`src/rtl/cmp_search_ctrl.sv`:
```
// Purpose : binary-search initiator for a W-bit magnitude comparator; drives the
//           probe (comparator b) and steers on the one-hot lt/eq/gt flags.
// Latency : start edge, then one cycle per comparison (at most W+1), then one DONE cycle.
// Backpr. : none; start is only sampled in IDLE, so a held start re-launches after DONE.
//
// Ports
//   clk     rising-edge clock
//   rst     synchronous active-high reset, wins in every state
//   start   begin a search (sampled only while idle)
//   flags   comparator result {gt, eq, lt} for the current probe
//   probe   registered value driven to comparator b
//   busy    search in progress (PROBE and DONE cycles)
//   done    one-cycle completion pulse
//   found   a match was located (held until next start)
//   err     protocol or empty-range error (held until next start)
//   result  matched value, valid when found=1
//   steps   number of comparisons in the last/current search
module cmp_search_ctrl #(
  parameter int W = 4
) (
  input  logic         clk,
  input  logic         rst,
  input  logic         start,
  input  logic [2:0]   flags,
  output logic [W-1:0] probe,
  output logic         busy,
  output logic         done,
  output logic         found,
  output logic         err,
  output logic [W-1:0] result,
  output logic [W-1:0] steps
);

  typedef enum logic [1:0] {
    S_IDLE  = 2'd0,
    S_PROBE = 2'd1,
    S_DONE  = 2'd2
  } state_t;

  localparam logic [W-1:0] MAX_V   = {W{1'b1}};
  localparam logic [W-1:0] FIRST_P = {1'b0, {(W-1){1'b1}}};
  localparam logic [W:0]   ONE_X   = {{W{1'b0}}, 1'b1};
  localparam logic [W-1:0] ONE_W   = {{(W-1){1'b0}}, 1'b1};

  state_t       state_q, state_d;
  logic [W-1:0] lo_q, lo_d;
  logic [W-1:0] hi_q, hi_d;
  logic [W-1:0] probe_q, probe_d;
  logic [W-1:0] result_q, result_d;
  logic [W-1:0] steps_q, steps_d;
  logic         found_q, found_d;
  logic         err_q, err_d;

  // Midpoints of the two candidate sub-ranges, on W+1 bits so the sum cannot
  // overflow. The guards in the next-state logic ensure probe-1 / probe+1 are
  // only used where they do not wrap.
  logic [W:0] mid_lt;
  logic [W:0] mid_gt;

  always_comb begin
    mid_lt = ({1'b0, lo_q} + {1'b0, probe_q} - ONE_X) >> 1;
    mid_gt = ({1'b0, probe_q} + ONE_X + {1'b0, hi_q}) >> 1;
  end

  // State register
  always_ff @(posedge clk) begin
    if (rst) begin
      state_q  <= S_IDLE;
      lo_q     <= '0;
      hi_q     <= '0;
      probe_q  <= '0;
      result_q <= '0;
      steps_q  <= '0;
      found_q  <= 1'b0;
      err_q    <= 1'b0;
    end else begin
      state_q  <= state_d;
      lo_q     <= lo_d;
      hi_q     <= hi_d;
      probe_q  <= probe_d;
      result_q <= result_d;
      steps_q  <= steps_d;
      found_q  <= found_d;
      err_q    <= err_d;
    end
  end

  // Next-state and datapath update
  always_comb begin
    state_d  = state_q;
    lo_d     = lo_q;
    hi_d     = hi_q;
    probe_d  = probe_q;
    result_d = result_q;
    steps_d  = steps_q;
    found_d  = found_q;
    err_d    = err_q;

    case (state_q)
      S_IDLE: begin
        if (start) begin
          lo_d    = '0;
          hi_d    = MAX_V;
          probe_d = FIRST_P;
          steps_d = '0;
          found_d = 1'b0;
          err_d   = 1'b0;
          state_d = S_PROBE;
        end
      end

      S_PROBE: begin
        steps_d = steps_q + ONE_W;
        case (flags)
          3'b010: begin
            result_d = probe_q;
            found_d  = 1'b1;
            state_d  = S_DONE;
          end
          3'b001: begin
            // Value lies below the probe; nothing left if probe is the floor.
            if (probe_q == lo_q) begin
              err_d   = 1'b1;
              state_d = S_DONE;
            end else begin
              hi_d    = probe_q - ONE_W;
              probe_d = mid_lt[W-1:0];
            end
          end
          3'b100: begin
            if (probe_q == hi_q) begin
              err_d   = 1'b1;
              state_d = S_DONE;
            end else begin
              lo_d    = probe_q + ONE_W;
              probe_d = mid_gt[W-1:0];
            end
          end
          default: begin
            // Not one-hot: the comparator response cannot be trusted.
            err_d   = 1'b1;
            state_d = S_DONE;
          end
        endcase
      end

      S_DONE: begin
        state_d = S_IDLE;
      end

      default: begin
        state_d = S_IDLE;
      end
    endcase
  end

  // Outputs
  always_comb begin
    busy   = (state_q != S_IDLE);
    done   = (state_q == S_DONE);
    probe  = probe_q;
    found  = found_q;
    err    = err_q;
    result = result_q;
    steps  = steps_q;
  end

endmodule

```
`config.mk`:
```
export PLATFORM = sky130hd
export DESIGN_NAME = cmp_search_ctrl
export DESIGN_NICKNAME = d
export VERILOG_FILES = /design/src/rtl/cmp_search_ctrl.sv
export SDC_FILE = /design/constraint.sdc
export NUM_CORES = 1
export LEC_CHECK = 0
export BUFFER_PORTS_ARGS = -buffer_cell sky130_fd_sc_hd__buf_2
export CAP_MARGIN = 30
export CORE_AREA = 2 2 68 70
export CTS_CLUSTER_SIZE = 10
export DETAILED_ROUTE_END_ITERATION = 6
export DIE_AREA = 0 0 70 72
export HOLD_SLACK_MARGIN = 0.1
export PLACE_DENSITY_LB_ADDON = 0.3
export SYNTH_ARGS = -nofsm -noshare
export SYNTH_HDL_FRONTEND = slang
export SYNTH_SLANG_ARGS = --single-unit
```
`constraint.sdc`:
```
create_clock -name clk -period 2.85 [get_ports clk]
set_input_delay 0.57 -clock clk [delete_from_list [all_inputs] [get_ports clk]]
set_output_delay 0.57 -clock clk [all_outputs]
set_load 0.01 [all_outputs]
```
==> metrics.md <==
| Metric | Value |
|---|---|
| TritonCTS Buffers | `3` |
| Post-synth ARST share | `0%` |
| Routed via count | `between 1000 and 1500` |
| Gr usage total | `around 14%` |
| Largest net degree at the start of global routing | `23` |
| Worst Setup SP | `probe[2]` |
| Diode count | `0` |
| CP Max Fanout | `8` |
| # IOs | `22` |
| Drt pass-1 iters | `4` |
| Cell count after synthesis | `164` |
| Top cells by area, synth | `dfxtp_1 33%, ha_1 12%, inv_1 5.4%` |
| Post-CTS Hold Buffers | `0` |
| Max Buffers Root-to-Sink | `2` |
| PwrDens | `about 550 nW/um^2` |
| Crit path kind | `flop to flop` |
| Crit end category | `flop` |
| Effective utilization at floorplan | `34.04%` |
| VDD IR max | `between 0.3 and 0.4 mV` |
| Die area | `~5000 sq um` |
| Routability congestion estimate | `0.7797` |
| Worst slew pin tran | `~560 ps` |
| Gr ovfl total | `0` |
| Synth unique cells | `42` |
| Register Area | `a little under 500 sq um` |
| Final setup fails | `0` |
| Row Count | `24` |
| Mapped Nets | `about 190` |
| Initial antenna violation count | `0` |
| Crit path launch type | `flop` |
| Ratio of cells with drive above 1 in the final layout | `17.65%` |
| Worst-Skew Late Latency | `approximately 270 ps` |
| Count leader, synth | `dfxtp_1` |
| CTS tree | `yes` |
| Lkg Pwr | `a little under 0.8 nW` |
| Synthesis warning total | `0` |
| Setup Fix Bufs, Post-CTS | `0` |
| Dpl hpwl | `about 2.5 mm` |
| Period utilisation layout | `a little over four fifths` |
| Worst-path clk slew | `roughly 90 ps` |
| First-pass GRT wire length | `between 5 and 6 mm` |
| PnR Total Power | `slightly above 0.9 mW` |
| Detail Route met2 WL | `1.366 mm` |
| Multi-input gate area | `859.6 sq um` |
| Max Cap Viol | `0` |
| Critical-path cell list | `inv_1 -> ha_1 -> or4_1 -> a2bb2oi_1 -> nor2_1 -> a221oi_1` |
| Max layer used | `met4` |
| DRT iter0 DRCs | `37` |
| Worst endpoint data arrival time | `~2600 ps` |
| Hold Path Origin | `found` |
| Mean post-synth cell area | `about 9 sq um` |
| Met3 Wirelength | `between 100 and 150 um` |
| Primary FF master, synth | `dfxtp_1` |
| Minimum clock period | `between 2000 and 2500 ps` |
| Post-CTS resize count | `0` |
| Worst setup margin | `between 400 and 500 ps` |
| Seq/Total Area, Yosys | `approximately 33%` |
| Layout Nets | `210` |
| Clock skew | `7.512 ps` |
| Vias in the first global route | `1158` |
| DRC viols | `0` |
| Post-synth top area share | `~33%` |
| WP buf/inv | `1` |
| CP peak stage delay | `580 ps` |
| Cell taking the most area after synthesis | `dfxtp_1` |
| Slew Limit Fails | `0` |
| Fin Setup TNS | `0 ps` |
| Most frequent cells after synthesis | `24 x dfxtp_1, 21 x inv_1, 14 x ha_1, 14 x nor2_1, 8 x nor3_1` |
| H-tree depth | `1` |
| Reg-to-reg startpoint | `probe[2]` |
| Worst path slowest cell | `or4_1` |
| Status | `finished clean` |
| Port Buffer Count | `21` |
| Required @ worst endpoint | `around 3000 ps` |
| Syn-to-layout area delta | `15.35%` |
| Crit-path leading delay family | `simple AND/OR/NAND/NOR gates` |
| RSZ-0062 raised after global routing | `false` |
| Post-route met1 wirelength | `1.733 mm` |
| Fmax | `about 420 MHz` |
| Final ANT Viol Nets | `0` |
| Wirelength per Cell | `approximately 14 um` |
| Root buffer cell | `clkbuf_8` |
| Placement Setup Slack | `roughly 500 ps` |
| Routed WL | `around 3.3 mm` |
| Die X | `roughly 70 um` |
| Filler Cell Count | `about 460` |
| Max transition margin | `62.65%` |
| Hold Crit Class | `flop to flop` |
| Final Hold Vio Count | `0` |
| Post-synthesis register bit count | `24` |
| EDFF count, synth | `0` |
| Core area | `4264 sq um` |
| TritonCTS sink count | `24` |
| Die Span Y | `just over 70 um` |
| Via/cell ratio | `between 5 and 6` |
| Mapped Area | `~1500 sq um` |
-- stage by stage --
stage / instances / hold slack, ps / cell area [sq um] / util [%]
floorplan: 164 / 446.1 / 1451 / -
global placement: 235 / 457.8 / 1619 / 37.97
detailed placement: 235 / 465.8 / 1619 / 37.97
CTS: 239 / 480.9 / 1674 / 39.26
global route: 239 / 509.3 / 1674 / 39.26
finish: 239 / 478.4 / 1674 / 39.26
-- cells by family (layout without fill, tap and decap cells) --
group           after synthesis  after routing  synth area share, %
mux                           5              5                3.448
flops                        24             24                33.10
simple gates                 51             51                18.79
buf+inv                      27             50                7.673
xor+xnor                      8              8                4.827
compound gates               33             33                17.33
fa+ha+maj                    16             16                14.83
-- final timing paths --
path / end / slack, ps / cells after the start
worst max register to register: probe[1] / 470 / 6
worst min-delay path: found / 480 / 2
worst min register to register: found / 480 / 2
worst max-delay path: probe[1] / 470 / 6
-- per-layer routing --
layer  vias up  track usage [%]
met5         -                0
met3         5            1.944
met1       564            20.55
met2        21            20.53
met4         0            5.128
li1        621                -
-- state kept, by name (all words and copies together), names as in the netlist --
register	cells
found	1
lo_q	4
state_q	2
err	1
steps	4
probe	4
hi_q	4
result	4
-- worst register-to-register path: cells and delay by family (launching register included) --
kind,cells,cell delay [ps]
flip-flops,1,530
AND/OR/NAND/NOR,2,710
buffers and inverters,1,120
AO/OA/AOI/OAI,2,560
adder cells (fa/ha/maj),1,360
-- power breakdown --
group	switching, mW	total (mW)	leakage (nW)	internal [mW]
clock network	0.114	0.237	0.0288	0.124
logic	0.170	0.301	0.543	0.132
registers	0.0253	0.384	0.196	0.359
total	0.309	0.923	0.768	0.614
-- placed cells by master, fill, tap and decap left out, types with 5 or more instances in the layout --
master,n
dfxtp_1,24
inv_1,21
nand3_1,6
buf_2,21
nor2_1,14
a211oi_1,6
a21oi_1,6
nor3_1,8
mux2i_1,5
ha_1,14
-- layout make-up --
class / count / share of cell area [%]
inverter: 21 / 4.709
timing repair buffer: 25 / 8.072
clock buffer: 4 / 3.288
tap: 52 / 3.886
multi-input combinational: 113 / 51.35
sequential: 24 / 28.70
Note: power is estimated with default switching activity, not from simulation.
